<file path="config.mk">
export PLATFORM = sky130hd
export DESIGN_NAME = program_loader
export DESIGN_NICKNAME = d
export VERILOG_FILES = /design/src/rtl/program_loader.sv
export SDC_FILE = /design/constraint.sdc
export NUM_CORES = 1
export LEC_CHECK = 0
export ABC_AREA = 1
export CORE_ASPECT_RATIO = 1.2
export CORE_MARGIN = 4
export CORE_UTILIZATION = 38
export DETAILED_ROUTE_END_ITERATION = 12
export PLACE_DENSITY = 0.5
export REMOVE_ABC_BUFFERS = 1
export SYNTH_ARGS = -nofsm -noshare
export SYNTH_HDL_FRONTEND = slang
export SYNTH_SLANG_ARGS = --single-unit
</file>
<file path="constraint.sdc">
create_clock -name clk -period 6.6 [get_ports clk]
set_input_delay 1.32 -clock clk [delete_from_list [all_inputs] [get_ports clk]]
set_output_delay 1.32 -clock clk [all_outputs]
set_load 0.05 [all_outputs]
</file>
<file path="src/rtl/program_loader.sv">
`default_nettype none
// ============================================================================
//  Module      : program_loader
//  Description : Receives a length-prefixed big-endian byte stream, buffers
//                the 32-bit words, holds the CPU in reset while receiving,
//                bursts the words into instruction memory on back-to-back
//                cycles, flushes the CPU with a short reset, then releases it.
//  Revision    : 1.0 - initial release
// ============================================================================
module program_loader #(
    parameter int DEPTH        = 32,
    parameter int FLUSH_CYCLES = 2
) (
    input  logic        clk,
    input  logic        Reset,
    input  logic        byte_valid,
    input  logic [7:0]  byte_data,
    output logic        byte_ready,
    input  logic        reload,
    output logic        cpu_reset,
    output logic        LoadInstructions,
    output logic [31:0] Instruction,
    output logic        load_done,
    output logic        load_error,
    output logic [15:0] words_loaded
);

    localparam int          AW         = (DEPTH > 1) ? $clog2(DEPTH) : 1;
    localparam logic [15:0] DEPTH_W    = 16'(DEPTH);
    localparam logic [15:0] FLUSH_LAST = 16'(FLUSH_CYCLES - 1);

    typedef enum logic [2:0] {
        ST_IDLE   = 3'd0,
        ST_HDR_HI = 3'd1,
        ST_HDR_LO = 3'd2,
        ST_DATA   = 3'd3,
        ST_BURST  = 3'd4,
        ST_FLUSH  = 3'd5,
        ST_RUN    = 3'd6,
        ST_ERROR  = 3'd7
    } state_t;

    state_t         state;
    logic [7:0]     hdr_hi;
    logic [23:0]    shift;
    logic [1:0]     byte_cnt;
    logic [AW-1:0]  wr_idx;
    logic [AW-1:0]  rd_idx;
    logic [15:0]    remain;
    logic [15:0]    flush_cnt;
    logic [31:0]    mem [DEPTH];

    logic           xfer;
    logic [15:0]    hdr_n;
    logic [31:0]    word_in;
    logic           word_wr;
    logic           last_word;

    assign xfer      = byte_valid & byte_ready;
    assign hdr_n     = {hdr_hi, byte_data};
    assign word_in   = {shift, byte_data};
    assign word_wr   = (state == ST_DATA) && xfer && (byte_cnt == 2'd3);
    // N has been range-checked, so N-1 cannot underflow while in DATA
    assign last_word = ({{(16-AW){1'b0}}, wr_idx} == (words_loaded - 16'd1));

    // Word buffer: written when the fourth byte of a word arrives
    always_ff @(posedge clk) begin
        if (word_wr) begin
            mem[wr_idx] <= word_in;
        end
    end

    // Control FSM with all outputs registered
    always_ff @(posedge clk or posedge Reset) begin
        if (Reset) begin
            state            <= ST_IDLE;
            hdr_hi           <= 8'd0;
            shift            <= 24'd0;
            byte_cnt         <= 2'd0;
            wr_idx           <= '0;
            rd_idx           <= '0;
            remain           <= 16'd0;
            flush_cnt        <= 16'd0;
            byte_ready       <= 1'b0;
            cpu_reset        <= 1'b1;
            LoadInstructions <= 1'b0;
            Instruction      <= 32'd0;
            load_done        <= 1'b0;
            load_error       <= 1'b0;
            words_loaded     <= 16'd0;
        end else begin
            case (state)
                ST_IDLE: begin
                    state      <= ST_HDR_HI;
                    byte_ready <= 1'b1;
                end
                ST_HDR_HI: begin
                    if (xfer) begin
                        hdr_hi <= byte_data;
                        state  <= ST_HDR_LO;
                    end
                end
                ST_HDR_LO: begin
                    if (xfer) begin
                        if ((hdr_n == 16'd0) || (hdr_n > DEPTH_W)) begin
                            state      <= ST_ERROR;
                            byte_ready <= 1'b0;
                            load_error <= 1'b1;
                        end else begin
                            state        <= ST_DATA;
                            words_loaded <= hdr_n;
                            wr_idx       <= '0;
                            byte_cnt     <= 2'd0;
                        end
                    end
                end
                ST_DATA: begin
                    if (xfer) begin
                        if (byte_cnt == 2'd3) begin
                            byte_cnt <= 2'd0;
                            wr_idx   <= wr_idx + 1'b1;
                            if (last_word) begin
                                state            <= ST_BURST;
                                byte_ready       <= 1'b0;
                                cpu_reset        <= 1'b0;
                                LoadInstructions <= 1'b1;
                                // a one-word program is still being written: bypass it
                                Instruction      <= (wr_idx == '0) ? word_in : mem[0];
                                rd_idx           <= AW'(1);
                                remain           <= words_loaded - 16'd1;
                            end
                        end else begin
                            shift    <= {shift[15:0], byte_data};
                            byte_cnt <= byte_cnt + 2'd1;
                        end
                    end
                end
                ST_BURST: begin
                    if (remain == 16'd0) begin
                        state            <= ST_FLUSH;
                        LoadInstructions <= 1'b0;
                        Instruction      <= 32'd0;
                        cpu_reset        <= 1'b1;
                        flush_cnt        <= FLUSH_LAST;
                    end else begin
                        Instruction <= mem[rd_idx];
                        rd_idx      <= rd_idx + 1'b1;
                        remain      <= remain - 16'd1;
                    end
                end
                ST_FLUSH: begin
                    if (flush_cnt == 16'd0) begin
                        state     <= ST_RUN;
                        cpu_reset <= 1'b0;
                        load_done <= 1'b1;
                    end else begin
                        flush_cnt <= flush_cnt - 16'd1;
                    end
                end
                ST_RUN, ST_ERROR: begin
                    if (reload) begin
                        state      <= ST_HDR_HI;
                        cpu_reset  <= 1'b1;
                        byte_ready <= 1'b1;
                        load_done  <= 1'b0;
                        load_error <= 1'b0;
                        wr_idx     <= '0;
                        byte_cnt   <= 2'd0;
                    end
                end
                default: begin
                    state <= ST_IDLE;
                end
            endcase
        end
    end

endmodule
`default_nettype wire
</file>
==> out/qor.csv, run 1 <==
metric,value,unit
fin_nets,3970,
synthFlopType,edfxtp_1,
period_share,0.5999,
p_per_area,423.0,mW/mm^2
synth_edf_count,1024,
place_area,0.04968,mm^2
yosysMostFrequentCell,edfxtp_1,
path_clk_slew,60,ps
synth_warnings,0,
hp-class,reg2reg,
dp_hpwl,81610,um
fin_crit,3959,ps
place.gp.congestion,0.8037,
worst_setup_path_start_kind,register,
vias,31230,
area_growth_syn_to_layout,13.81,%
critPathArrivalTime,4610,ps
antenna_found_initial,0,
drt_wl_total,142200,um
p_int,14600,uW
syn_inst,3955,
final_hold_viol_count,0,
core_area,0.1233,mm^2
swShare,0.3578,
yosysTopAreaCell,edfxtp_1,
root_buffer,clkbuf_16,
syn_area_per_cell,11.94,um^2
ant_nets,0,
vdd_drop_max,0.0002940,V
hold_slack,464.1,ps
die_h,394.1,um
post_drt_wl_per_cell,24.98,um
final.setup.worst_slack,2641,ps
synthTopCellsByArea,"edfxtp_1 65%, dfrtp_1 6.9%, o21ai_0 6.3%",
skew,31.20,ps
p_leak,0.01824,uW
critPathKind,reg2reg,
hold_buffers,0,
portBuffers,64,
async_flop_share,0.1142,
cts-htree-levels,3,
clockBufferDepth,3,
start_util,0.3829,
grt_use_total,0.2166,
max_cap_violations,0,
p_seq_frac,0.418,
cp-end-kind,register,
dr.pass1.iters,5,
finalSetupTns,0,ps
grt_pass1_vias,30530,
cp.required,7250,ps
p_total,22730,uW
comb_power_share,0.273,
dp_worst_setup_slack,1894,ps
ys_seq_area_frac,0.7212,
die_x,329.8,um
drc,0,
cts_tree,built,
stdcell_area,0.05374,mm^2
post_cts_buffers,0,
rows,141,
clock.fmax,252.6,MHz
synth.distinct_cells,41,
clock_latency,730,ps
rsz0062_at_grt,false,
cts_resized,0,
die_area,0.1300,mm^2
tightest_slew,1294,ps
synth-seq-cells,1156,
routed_via_density,5.488,
grt_pass1_wl,210200,um
finalSetupViolCount,0,
drt_iter0_markers,3042,
drive_gt1_frac,0.08327,
path_max_fanout,35,
clkPwrFrac,0.309,
synth_area,0.04722,mm^2
outcome,"complete, no violations",
ff2ff_setup_slack,2640,ps
synth_commonest_cells,"1024 x edfxtp_1, 658 x nor2_1, 597 x o21ai_0",
p_switching,8134,uW
yosysTopAreaCellShare,0.6512,
ios,65,
drv_slew,0,
n_antenna_cell,0,
cts_made_buffers,116,
cts.sinks,1156,
grt_overflow,0,
grt_max_degree,206,
max_slew_margin,0.1351,
logic make-up after synthesis:
logic type                 count (synthesis)  share of synthesized area
AOI/OAI and AO/OA                       1031                     0.1227
and+or+nand+nor                         1356                     0.1166
xor gates and xnor gates                  17                   0.003153
muxes                                      2                  0.0004770
buffers and inverters                    384                    0.03352
DFF                                     1156                     0.7212
adders and majority gates                  9                   0.002385
cells in the final DEF, fill, tap and decap left out, types with 6 or more instances in the layout:
cell,n
a21oi_1,133
dfrtp_1,117
buf_4,57
clkbuf_16,120
ha_1,9
bufinv_16,19
clkinv_1,16
clkdlybuf4s50_1,64
inv_2,8
clkinv_2,27
edfxtp_1,1024
inv_1,120
nor2_2,6
o211ai_1,48
a211oi_1,23
clkbuf_8,8
clkinvlp_4,6
nand3b_1,7
nand2_1,484
o21ai_1,30
o22ai_1,116
o21ai_0,597
nor2_1,625
clkbuf_1,14
nand4_1,31
xor2_1,13
dfrtp_2,11
nor2_4,37
nor3_1,17
nand3_1,131
o221ai_1,80
state kept, by name, summed over array words and instances, names as in the netlist:
signal / flops
load_done: 1
words_loaded: 16
load_error: 1
wr_idx: 5
state: 3
hdr_hi: 8
byte_cnt: 2
rd_idx: 5
flush_cnt: 16
mem: 1024
shift: 24
byte_ready: 1
remain: 16
Instruction: 32
LoadInstructions: 1
cpu_reset: 1
worst paths after layout:
check                      depth (start not counted)       from        endpoint
min reg2reg                                        2  cpu_reset       cpu_reset
min                                                2  cpu_reset       cpu_reset
min in group asynchronous                          2      Reset   flush_cnt[11]
max in group asynchronous                          3      Reset       rd_idx[2]
max reg2reg                                       11   state[2]  Instruction[2]
max                                               11   state[2]  Instruction[2]
worst max-delay path, cell delays in order, from the launching register on:
cell and delay, ps:
dfrtp_1 450, inv_1 120, nor2_1 260, inv_1 120
nor2_4 620, buf_4 610, inv_2 370, nand2_1 260
inv_2 90, nor2_8 670, nand2_1 140, nand2_1 110
through the flow:
stage               instances  utilization
floorplan                3705            -
global placement         5475       0.4029
detailed placement       5475       0.4029
CTS                      5691       0.4358
global route             5691       0.4358
finish                   5691       0.4358
cell type report:
type	count	area, um^2
Clock buffer	142	3166
Clock inverter	74	892.1
Inverter	134	529.3
Fill cell	11430	69580
Sequential cell	1156	34080
Multi-Input combinational cell	2415	11850
Tap cell	1644	2057
Timing Repair Buffer	126	1169
power by group through the flow:
stage | Sequential [uW] | Combinational, uW | Clock [uW]
after floorplan | 10200 | 3150 | 0
after global placement | 9660 | 6240 | 0
after detailed placement | 9660 | 6240 | 0
after CTS | 9510 | 6250 | 7150
after global routing | 9560 | 6850 | 7430
final | 9500 | 6210 | 7020
layer usage:
metal  GRT usage  routed length, um  vias to the layer above
li1            -                  -                    14320
met1      0.3044              62370                    15750
met2      0.3514              67750                     1000
met3     0.03249               8642                      165
met4     0.06047               3426                        0
met5           0                  0                        -
Power figures use the tool's default switching activity.
==> inputs of run 2 (changes only) <==
clock period = 3.88 ns   (was 6.6 ns; I/O delays follow)
==> run 2 against run 1 <==
Compared with the run above:
- utilization up 0.63 points
- critical path type unchanged
- highest routed layer unchanged
- clock power up 60%
- first-iteration DRC count is 5.1% higher
- largest cell class unchanged
- global-route usage up 0.45 points
- clock skew barely moved
- non-clock buffer count increased by 82
==> out/qor.csv, run 2 (same netlist as run 1, synthesis figures left out) <==
metric,value,unit,change
outcome,"complete, no violations",,
path_max_fanout,32,,-8.6%
placedCellCount,5557,,+1.5%
cts.sinks,1156,,unchanged
tightest_slew,1191,ps,-103.6 ps
die_area,0.1300,mm^2,unchanged
drive_gt1_frac,0.09528,,+0.01201
ant_nets,0,,unchanged
final_hold_viol_count,0,,unchanged
finalSetupViolCount,0,,unchanged
place_area,0.05072,mm^2,+2.1%
hold_buffers,0,,unchanged
r2r-start,words_loaded[0],,
grt_use_total,0.2211,,+0.004457
hp-start,cpu_reset,,
clock.fmax,329.9,MHz,+31%
grt_overflow,0,,unchanged
routed_via_density,5.468,,-0.38%
root_buffer,clkbuf_16,,
max_cap_violations,0,,unchanged
drt_iter0_markers,3198,,+5.1%
endpoint,Instruction[31],,
p_leak,0.01868,uW,+2.4%
drt_wl_total,145400,um,+2.3%
cts_made_buffers,117,,+0.86%
grt_pass1_vias,30910,,+1.2%
path_clk_slew,60,ps,about the same
cp.required,4500,ps,-2750 ps
ios,65,,unchanged
post_drt_wl_per_cell,25.16,um,+0.70%
top_register,mem,,
reg2reg_to,Instruction[31],,
hp-class,reg2reg,,
start_util,0.3829,,unchanged
drv_slew,0,,unchanged
vdd_drop_max,0.0006668,V,+130%
ff2ff_setup_slack,850,ps,-1790 ps
worstSetupStartpoint,words_loaded[0],,
clock_latency,750,ps,+20 ps
p_per_area,684.1,mW/mm^2,+62%
antenna_found_initial,2,,+2
dp_hpwl,76830,um,-5.9%
fin_crit,3031,ps,-928.1 ps
largest_reg_flops,1024,,unchanged
reg_top3,"mem: 1024 flops, Instruction: 32 flops, shift: 24 flops",,
critPathArrivalTime,3650,ps,-960 ps
vias,31600,,+1.2%
period_share,0.7812,,+0.1813
cts_tree,built,,
place.gp.congestion,0.7825,,-2.6%
p_total,37290,uW,+64%
die_x,329.8,um,unchanged
core_area,0.1233,mm^2,unchanged
post_cts_buffers,0,,unchanged
area_growth_syn_to_layout,15.45,%,
worst_setup_path_start_kind,register,,
dr.pass1.iters,7,,+2
layout_common_cells,"1024 x edfxtp_1, 625 x nor2_1, 597 x o21ai_0, 484 x nand2_1, 133 x a21oi_1",,
final_common_cell,edfxtp_1,,
max_slew_margin,0.2063,,+0.07112
drc,0,,unchanged
stdcell_area,0.05451,mm^2,+1.4%
rsz0062_at_grt,false,,
fin_nets,4053,,+2.1%
clockBufferDepth,3,,unchanged
cp-end-kind,register,,
rows,141,,unchanged
final_cells,5779,,+1.5%
n_antenna_cell,0,,unchanged
die_h,394.1,um,unchanged
critPathKind,reg2reg,,
cts_resized,0,,unchanged
rr_worst_depth,17,,+6
hold_slack,468.0,ps,+3.932 ps
grt_pass1_wl,212000,um,+0.83%
cts-htree-levels,3,,unchanged
grt_max_degree,206,,unchanged
portBuffers,64,,unchanged
skew,31.51,ps,+0.3068 ps
-- run 2: per-stage QoR --
stage                     utilization  setup slack [ps]  setup TNS [ps]
after floorplan                     -            -13420         -503310
after global placement         0.4113             401.7               0
after detailed placement       0.4113             522.0               0
after CTS                      0.4420             809.3               0
after global routing           0.4420             559.0               0
final                          0.4420             848.9               0
-- run 2: report_power, final --
| group | switching, uW | total [uW] | internal [uW] | leakage, uW |
|---|---|---|---|---|
| Combinational | 7080 | 9960 | 2880 | 0.00590 |
| Clock | 4890 | 11200 | 6350 | 0.00186 |
| Sequential | 986 | 16100 | 15100 | 0.0109 |
| Total | 13000 | 37300 | 24300 | 0.0187 |
-- run 2: worst min-delay path by stage --
stage,depth (start not counted),endpoint
5_1_grt,2,cpu_reset
3_3_place_gp,2,Instruction[27]
2_1_floorplan,2,remain[10]
4_1_cts,2,flush_cnt[13]
3_5_place_dp,2,cpu_reset
6_report,2,cpu_reset
-- run 2: area by class of cell --
type / instances / area, um^2
inverter: 134 / 529.3
fill: 11260 / 68810
tap: 1644 / 2057
multi-input combinational: 2415 / 11850
clock buffer: 165 / 3279
clock inverter: 57 / 510.5
sequential: 1156 / 34070
timing repair buffer: 208 / 2222
-- run 2: layer usage --
metal / share of wire / vias up / GRT usage
met2: 0.49 / 848 / 0.3696
li1: - / 14480 / -
met3: 0.049 / 204 / 0.02635
met4: 0.026 / 0 / 0.06579
met1: 0.44 / 16060 / 0.3036
met5: 0 / - / 0
-- run 2: worst max-delay path, stage by stage (launching register included) --
cell	delay, ps
dfrtp_1	460
inv_2	170
ha_1	350
nand2_2	180
nor2_4	150
nand2_1	60
nand2_1	50
nand2_1	60
nor2_1	130
nand2_1	80
nor2_2	90
nand2_2	90
nand2_4	90
nand2_4	90
inv_8	170
nand2_4	350
nand2_1	190
nand2_1	60
